[config.mk]
export PLATFORM = sky130hd
export DESIGN_NAME = pe_out_channel
export DESIGN_NICKNAME = d
export VERILOG_FILES = /design/src/rtl/pe_out_channel.sv
export SDC_FILE = /design/constraint.sdc
export NUM_CORES = 1
export LEC_CHECK = 0
export ABC_AREA = 1
export BUFFER_PORTS_ARGS = -buffer_cell sky130_fd_sc_hd__buf_2
export CORE_ASPECT_RATIO = 1.1
export CORE_MARGIN = 4
export CORE_UTILIZATION = 31
export DETAILED_ROUTE_END_ITERATION = 8
export PLACE_DENSITY_LB_ADDON = 0.25
export SLEW_MARGIN = 40
export SYNTH_ARGS = -nofsm -noshare
export SYNTH_HDL_FRONTEND = slang
export SYNTH_SLANG_ARGS = --single-unit
[constraint.sdc]
create_clock -name clk -period 2.15 [get_ports clk]
set_clock_uncertainty 0.05 [all_clocks]
set_input_delay 0.5375 -clock clk [delete_from_list [all_inputs] [get_ports clk]]
set_output_delay 0.5375 -clock clk [all_outputs]
set_load 0.005 [all_outputs]
[src/rtl/pe_out_channel.sv]
// PE output channel: reserves slots on fu_alloc, fills them in order on fu_valid, and
// broadcasts the head entry to masked destinations. Optional stall counter: PE_OCH_STALL_CNT_EN.
module pe_out_channel #(
  parameter int DATA_WIDTH = 32,
  parameter int DEPTH      = 2,
  parameter int NUM_DEST   = 4
) (
  input  logic                       clk,
  input  logic                       rst,
  input  logic                       cfg_en,
  input  logic [NUM_DEST-1:0]        cfg_dest_mask,
  input  logic                       fu_alloc,
  output logic                       ch_ready,
  input  logic                       fu_valid,
  input  logic [DATA_WIDTH-1:0]      fu_out,
  output logic [NUM_DEST-1:0]        dst_valid,
  output logic [DATA_WIDTH-1:0]      dst_data,
  input  logic [NUM_DEST-1:0]        dst_ready,
  output logic [$clog2(DEPTH):0]     occupancy,
  output logic                       err,
  output logic [31:0]                stall_cnt
);

  localparam int PW = $clog2(DEPTH);
  localparam int OW = PW + 1;

  logic [DATA_WIDTH-1:0] mem [DEPTH];
  logic [DEPTH-1:0]      filled;
  logic [NUM_DEST-1:0]   sent;
  logic [NUM_DEST-1:0]   mask;
  logic [PW-1:0]         alloc_ptr;
  logic [PW-1:0]         fill_ptr;
  logic [PW-1:0]         rd_ptr;
  logic [OW-1:0]         occ;
  logic [OW-1:0]         res_cnt;
  logic                  err_q;

  logic                  head_full;
  logic [NUM_DEST-1:0]   hs;
  logic                  pop;
  logic                  alloc_ok;
  logic                  fill_ok;
  logic                  cfg_ok;

  always_comb begin
    head_full = filled[rd_ptr];
    ch_ready  = (occ < OW'(DEPTH));
    dst_valid = head_full ? (mask & ~sent) : '0;
    hs        = dst_valid & dst_ready;
    pop       = head_full & (&(sent | hs | ~mask));
    alloc_ok  = fu_alloc & ch_ready;
    // Fills only pair with reservations made in earlier cycles.
    fill_ok   = fu_valid & (res_cnt != '0);
    cfg_ok    = cfg_en & (occ == '0);
  end

  assign dst_data  = mem[rd_ptr];
  assign occupancy = occ;
  assign err       = err_q;

  always_ff @(posedge clk) begin
    if (rst) begin
      for (int unsigned i = 0; i < DEPTH; i++) mem[i] <= '0;
      filled    <= '0;
      sent      <= '0;
      mask      <= '1;
      alloc_ptr <= '0;
      fill_ptr  <= '0;
      rd_ptr    <= '0;
      occ       <= '0;
      res_cnt   <= '0;
      err_q     <= 1'b0;
    end else begin
      if (alloc_ok) alloc_ptr <= alloc_ptr + PW'(1);
      // A filling slot is never the filled head, so the two filled updates never collide.
      if (pop) filled[rd_ptr] <= 1'b0;
      if (fill_ok) begin
        mem[fill_ptr]    <= fu_out;
        filled[fill_ptr] <= 1'b1;
        fill_ptr         <= fill_ptr + PW'(1);
      end
      if (pop) begin
        sent   <= '0;
        rd_ptr <= rd_ptr + PW'(1);
      end else begin
        sent <= sent | hs;
      end
      occ     <= occ + OW'(alloc_ok) - OW'(pop);
      res_cnt <= res_cnt + OW'(alloc_ok) - OW'(fill_ok);
      if (cfg_ok) mask <= cfg_dest_mask;
      if ((fu_valid & ~fill_ok) | (cfg_en & ~cfg_ok)) err_q <= 1'b1;
    end
  end

`ifdef PE_OCH_STALL_CNT_EN
  logic [31:0] stall_q;
  logic        stall_inc;

  assign stall_inc = head_full & (|(dst_valid & ~dst_ready));
  assign stall_cnt = stall_q;

  always_ff @(posedge clk) begin
    if (rst || cfg_ok) begin
      stall_q <= '0;
    end else if (stall_inc && (stall_q != '1)) begin
      stall_q <= stall_q + 32'd1;
    end
  end
`else
  assign stall_cnt = '0;
`endif

endmodule

Word-level counts from Yosys, hierarchy flattened
Memory sizes are Yosys's and may differ from the RTL's. A register that Yosys moved wholly into a read port is not among the register bits.
Index checks and enable logic that the tools add are counted.
{"block": "totals", "ff_bits": 17, "latch_bits": 0, "ramBits": 64, "rom_bits": 0, "in_bits": 45, "out_inout_bits": 72, "elab_cells": 65, "n_memories": 1}
{"block": "classes", "addsub": 6, "mul": 0, "div_mod_pow": 0, "order_cmp": 5, "eq_ne": 0, "shifts": 0, "n_mux": 20, "bitwise": 18, "n_reduce_logical": 7}
{"memory": "mem", "depth": 2, "width": 32, "read_ports": 1, "rd_clocked_by_memory_dff": 1, "write_ports": 2, "line_no": "27", "rtl": "logic [DATA_WIDTH-1:0] mem [DEPTH];"}
{"cell": "32-bit two-way mux", "count": 1}
{"cell": "32-bit OR reduction", "count": 1}
{"cell": "1-bit two-way mux", "count": 13}
{"cell": "4-bit AND", "count": 2}
{"cell": "4-bit NOT", "count": 2}
{"cell": "4-bit bitwise OR", "count": 2}
{"cell": "1-bit AND", "count": 6}
{"cell": "2-bit two-way mux", "count": 3}
{"cell": "2-bit by 1-bit adder with 2-bit output", "count": 2}
{"cell": "1-bit by 2-bit < comparator with 1-bit output (second input constant)", "count": 2}
{"cell": "4-bit two-way mux", "count": 1}
{"cell": "4-bit AND reduction", "count": 1}
{"cell": "2-bit by 1-bit subtractor with 2-bit output", "count": 2}
{"cell": "1-bit adder (second input constant)", "count": 2}
{"cell": "2-bit AND", "count": 1}
{"cell": "1-bit demux with 1-bit select", "count": 2}
{"cell": "1-bit >= comparator (second input constant)", "count": 2}
{"cell": "1-bit logical AND", "count": 2}
{"cell": "2-bit logical NOT", "count": 1}
{"cell": "2-bit < comparator (second input constant)", "count": 1}
{"cell": "1-bit NOT", "count": 2}
{"cell": "2-bit NOT", "count": 1}
{"cell": "2-bit bitwise OR", "count": 1}
{"cell": "2-bit nonzero test", "count": 1}
{"cell": "other kinds (2)", "count": 2}

Logic depth before layout (Yosys ltp)
{"block": "logic_depth", "depth_word": 12, "depth_mapped": 13}

Worst setup path before layout
OpenSTA, ideal clock, no wires.
{"block": "synth_path", "kind": "input to register", "startpoint": "input port fu_valid", "endpoint": "memory mem[0][0], enable pin", "setup_ns": 0.389, "arrival_ns": 1.773, "required_time_ns": 1.711, "path_slack_ns": -0.063, "cell_stages": 5, "cell_sequence": "o21ai_0 -> nor2_1 -> nand2_1 -> buf_4 -> nand2_1"}
{"element": "start, declared", "line_no": "14", "rtl": "input logic fu_valid,"}
{"element": "end, declared", "line_no": "27"}

==> flow_summary.yaml <==
run_status:
  status: "completed"
synthesis:
  synth_top_area_cell: "edfxtp_1"
  yosysWarnings: 0
  yosys_register_bits: 82
  netlist_area_sq_um: 3800
  ys_async_sr_fraction_pct: 0
  synth_common_cells: "nor2_1 (73), edfxtp_1 (64), inv_1 (50)"
  ys_top_cells_by_area: "edfxtp_1 (51%), dfxtp_1 (9.5%), mux2_2 (8.9%)"
  seq_area_frac_synth_pct: 60.1
  avgSynthCellArea_sq_um: 10.9
  synth.distinct_cells: 27
  synth_top_cell_area_share_pct: 50.6
  synth_edf_count: 64
  ys.flop_type: "edfxtp_1"
  yosysMostFrequentCell: "nor2_1"
  synth_cells: 347
global_route:
  grtUsageTotal_pct: 11.0
  globalRouteMet1Util_pct: 13.9
  grt_pass1_wl_mm: 11.8
  grt_use_met3_pct: 3.01
  met2_usage_pct: 17.3
  grt_pass1_vias: 2438
  grt_max_degree: 33
  grt.busiest_layer: "met2"
  antenna_found_initial: 0
  grt-ovfl-total: 0
die:
  top_level_ports: 117
  die_area_sq_um: 14100
  die_h_microns: 124
  rows: 42
  die_w_microns: 114
  start_util_pct: 31.6
  coreArea_sq_um: 12000
sta:
  slew_violations: 0
  fmax_ghz: 0.483
  fin_crit_sh_pct: 96.2
  fin_crit_ns: 2.07
  finalHoldViolCount: 0
  final-setup-viol-count: 0
route:
  firstDrtPassIters: 4
  routed_wirelength_mm: 7.69
  vias: 2494
  wl_per_cell_microns: 12.8
  viasPerCell: 4.16
  route.detailed.drc: 0
  antenna_left: 0
  drt_iter0_drc: 74
critical_path:
  worstPathRequired_ns: 1.56
  reg2reg_slack_ns: 0.13
  crit_chain: "buf_12 > mux2_2 > buf_2"
  crit_slowest_cell: "dfxtp_2"
  end_kind: "output port"
  cp.arrival_ns: 1.48
  reg2reg_to: "occupancy[1]"
  rr_worst_depth: 13
  worst_setup_path_start_kind: "flop"
  rr_startpoint: "rd_ptr"
  critPathMaxFanout: 17
  crit_family: "flip-flops"
  cp.buffers_inverters: 2
  max_stage_delay_ns: 0.46
  worstSetupPathType: "reg2out"
hold_path:
  hold_path.class: "in2reg"
  whs_path_depth: 3
  holdPathEnd: "mask[2]"
  hp-start: "cfg_dest_mask[2]"
clock_tree:
  cts_buffer_depth: 2
  ctsRootBufferMaster: "clkbuf_16"
  cts.sinks: 82
  cts_made_buffers: 9
  worstSkewPairLatency_ns: 0.33
  cts_tree: "yes"
  cts_hold_buf: 0
  path_clk_slew_ns: 0.06
  htreeDepth: 3
cells_and_area:
  num_antenna_cells: 0
  final_cells: 599
  final_area_sq_um: 4680
  area_delta_synth_final_pct: 23.1
  drive_gt1_share_pct: 34.4
  nNetsFinal: 490
  fin_util_pct: 38.9
  n_fill_cell: 1207
pwr:
  p_per_area_nw_per_um2: 941
  p_sw_w: 0.00111
  pwr-share-comb_pct: 17.8
  p_sw_share_pct: 25.2
  clock_power_share_pct: 36.2
  p_int_w: 0.00329
  ir_drop_uv: 382
  p_leak_nw: 2.24
  power_frac_seq_pct: 46.0
place:
  dp_hpwl_mm: 5.14
  placedCellCount: 582
  detailed_place.area_sq_um: 4350
  port_buffers: 84
  place_congestion: 0.756
flow_run:
  cap_violations: 0
## routing by layer
layer / wire length (microns) / up-vias
met2: 3520 / 89
met1: 3410 / 1140
met3: 599 / 14
met4: 162 / 0
li1: - / 1251
met5: 0 / -
## cells in the final DEF (no fill, tap or decap), types with 2 or more instances in the layout
| master | count |
|---|---|
| buf_2 | 84 |
| nor2_1 | 73 |
| edfxtp_1 | 64 |
| inv_1 | 50 |
| conb_1 | 32 |
| mux2_2 | 30 |
| nand2_1 | 23 |
| dfxtp_1 | 17 |
| a21oi_1 | 9 |
| clkbuf_16 | 9 |
| buf_4 | 7 |
| nand3_1 | 6 |
| o21ai_0 | 5 |
| nand2_2 | 4 |
| ha_1 | 4 |
| buf_12 | 4 |
| nand3_2 | 3 |
| mux2_1 | 2 |
| nand4_1 | 2 |
| xor2_1 | 2 |
| bufinv_16 | 2 |
| clkinvlp_4 | 2 |
## worst register-to-register path: stages, from the launching register on
cell	delay (ns)
dfxtp_1	0.36
inv_1	0.07
nand2_2	0.08
nand2_4	0.09
a21oi_1	0.17
nor2_2	0.07
nand4_2	0.11
inv_1	0.05
ha_1	0.27
inv_1	0.04
ha_1	0.18
xor2_1	0.17
o21ai_0	0.14
a21oi_1	0.06
## timing repair
| action | 4_1_cts | 5_1_grt |
|---|---|---|
| setup endpoints to repair | 0 | 1 |
| resized for setup | 0 | 1 |
| buffers inserted | 0 | 2 |
## kinds of logic (layout without fill, tap and decap cells)
group	count (synthesis)	count (layout)	synth area share, %
muxes	32	32	9.49
xor gates and xnor gates	2	2	0.461
DFF	82	82	60.1
buffers and inverters	94	161	13.1
AOI/OAI and AO/OA	17	17	2.70
other	1	32	0.0988
adders and majority gates	4	4	1.32
and+or+nand+nor	115	115	12.7
## registers in the layout (all words and copies together), names as in the netlist, named ones only
signal	cells
mem	64
mask	4
sent	4
filled	2
occupancy	2
res_cnt	2
err	1
fill_ptr	1
rd_ptr	1
## cell type report
cell class / count / area, sq um / area share, %
clock buffer: 10 / 229 / 4.90
multi-input combinational: 202 / 1140 / 24.5
inverter: 51 / 194 / 4.15
timing repair buffer: 95 / 553 / 11.8
sequential: 82 / 2280 / 48.8
tap: 154 / 193 / 4.12
clock inverter: 5 / 80.1 / 1.71
## stage by stage
stage          hold WS (ns)  total power, W  setup slack (ns)   TNS, ns
2_1_floorplan         0.379         0.00257             0.243         0
3_3_place_gp          0.404         0.00283             0.133         0
3_5_place_dp          0.411         0.00285            0.0953         0
4_1_cts               0.345         0.00446            0.0426         0
5_1_grt               0.367         0.00464          -0.00834  -0.00834
6_report              0.358         0.00440            0.0811         0
## worst max-delay path by stage
stage	to	slack [ns]	depth (start not counted)
after floorplan	mem[0][0]	0.24	5
after global placement	occupancy[1]	0.13	11
final	dst_data[11]	0.08	3
after CTS	dst_data[6]	0.04	3
after detailed placement	occupancy[1]	0.1	11
after global routing	occupancy[1]	-0.008	12
## power groups by stage
stage                     logic (W)  registers (W)  clock network [W]
after CTS                  0.000796        0.00203            0.00164
after detailed placement   0.000792        0.00206                  0
after floorplan            0.000534        0.00204                  0
final                      0.000783        0.00202            0.00159
after global routing       0.000895        0.00205            0.00170
after global placement     0.000786        0.00205                  0
Power figures use the tool's default switching activity.
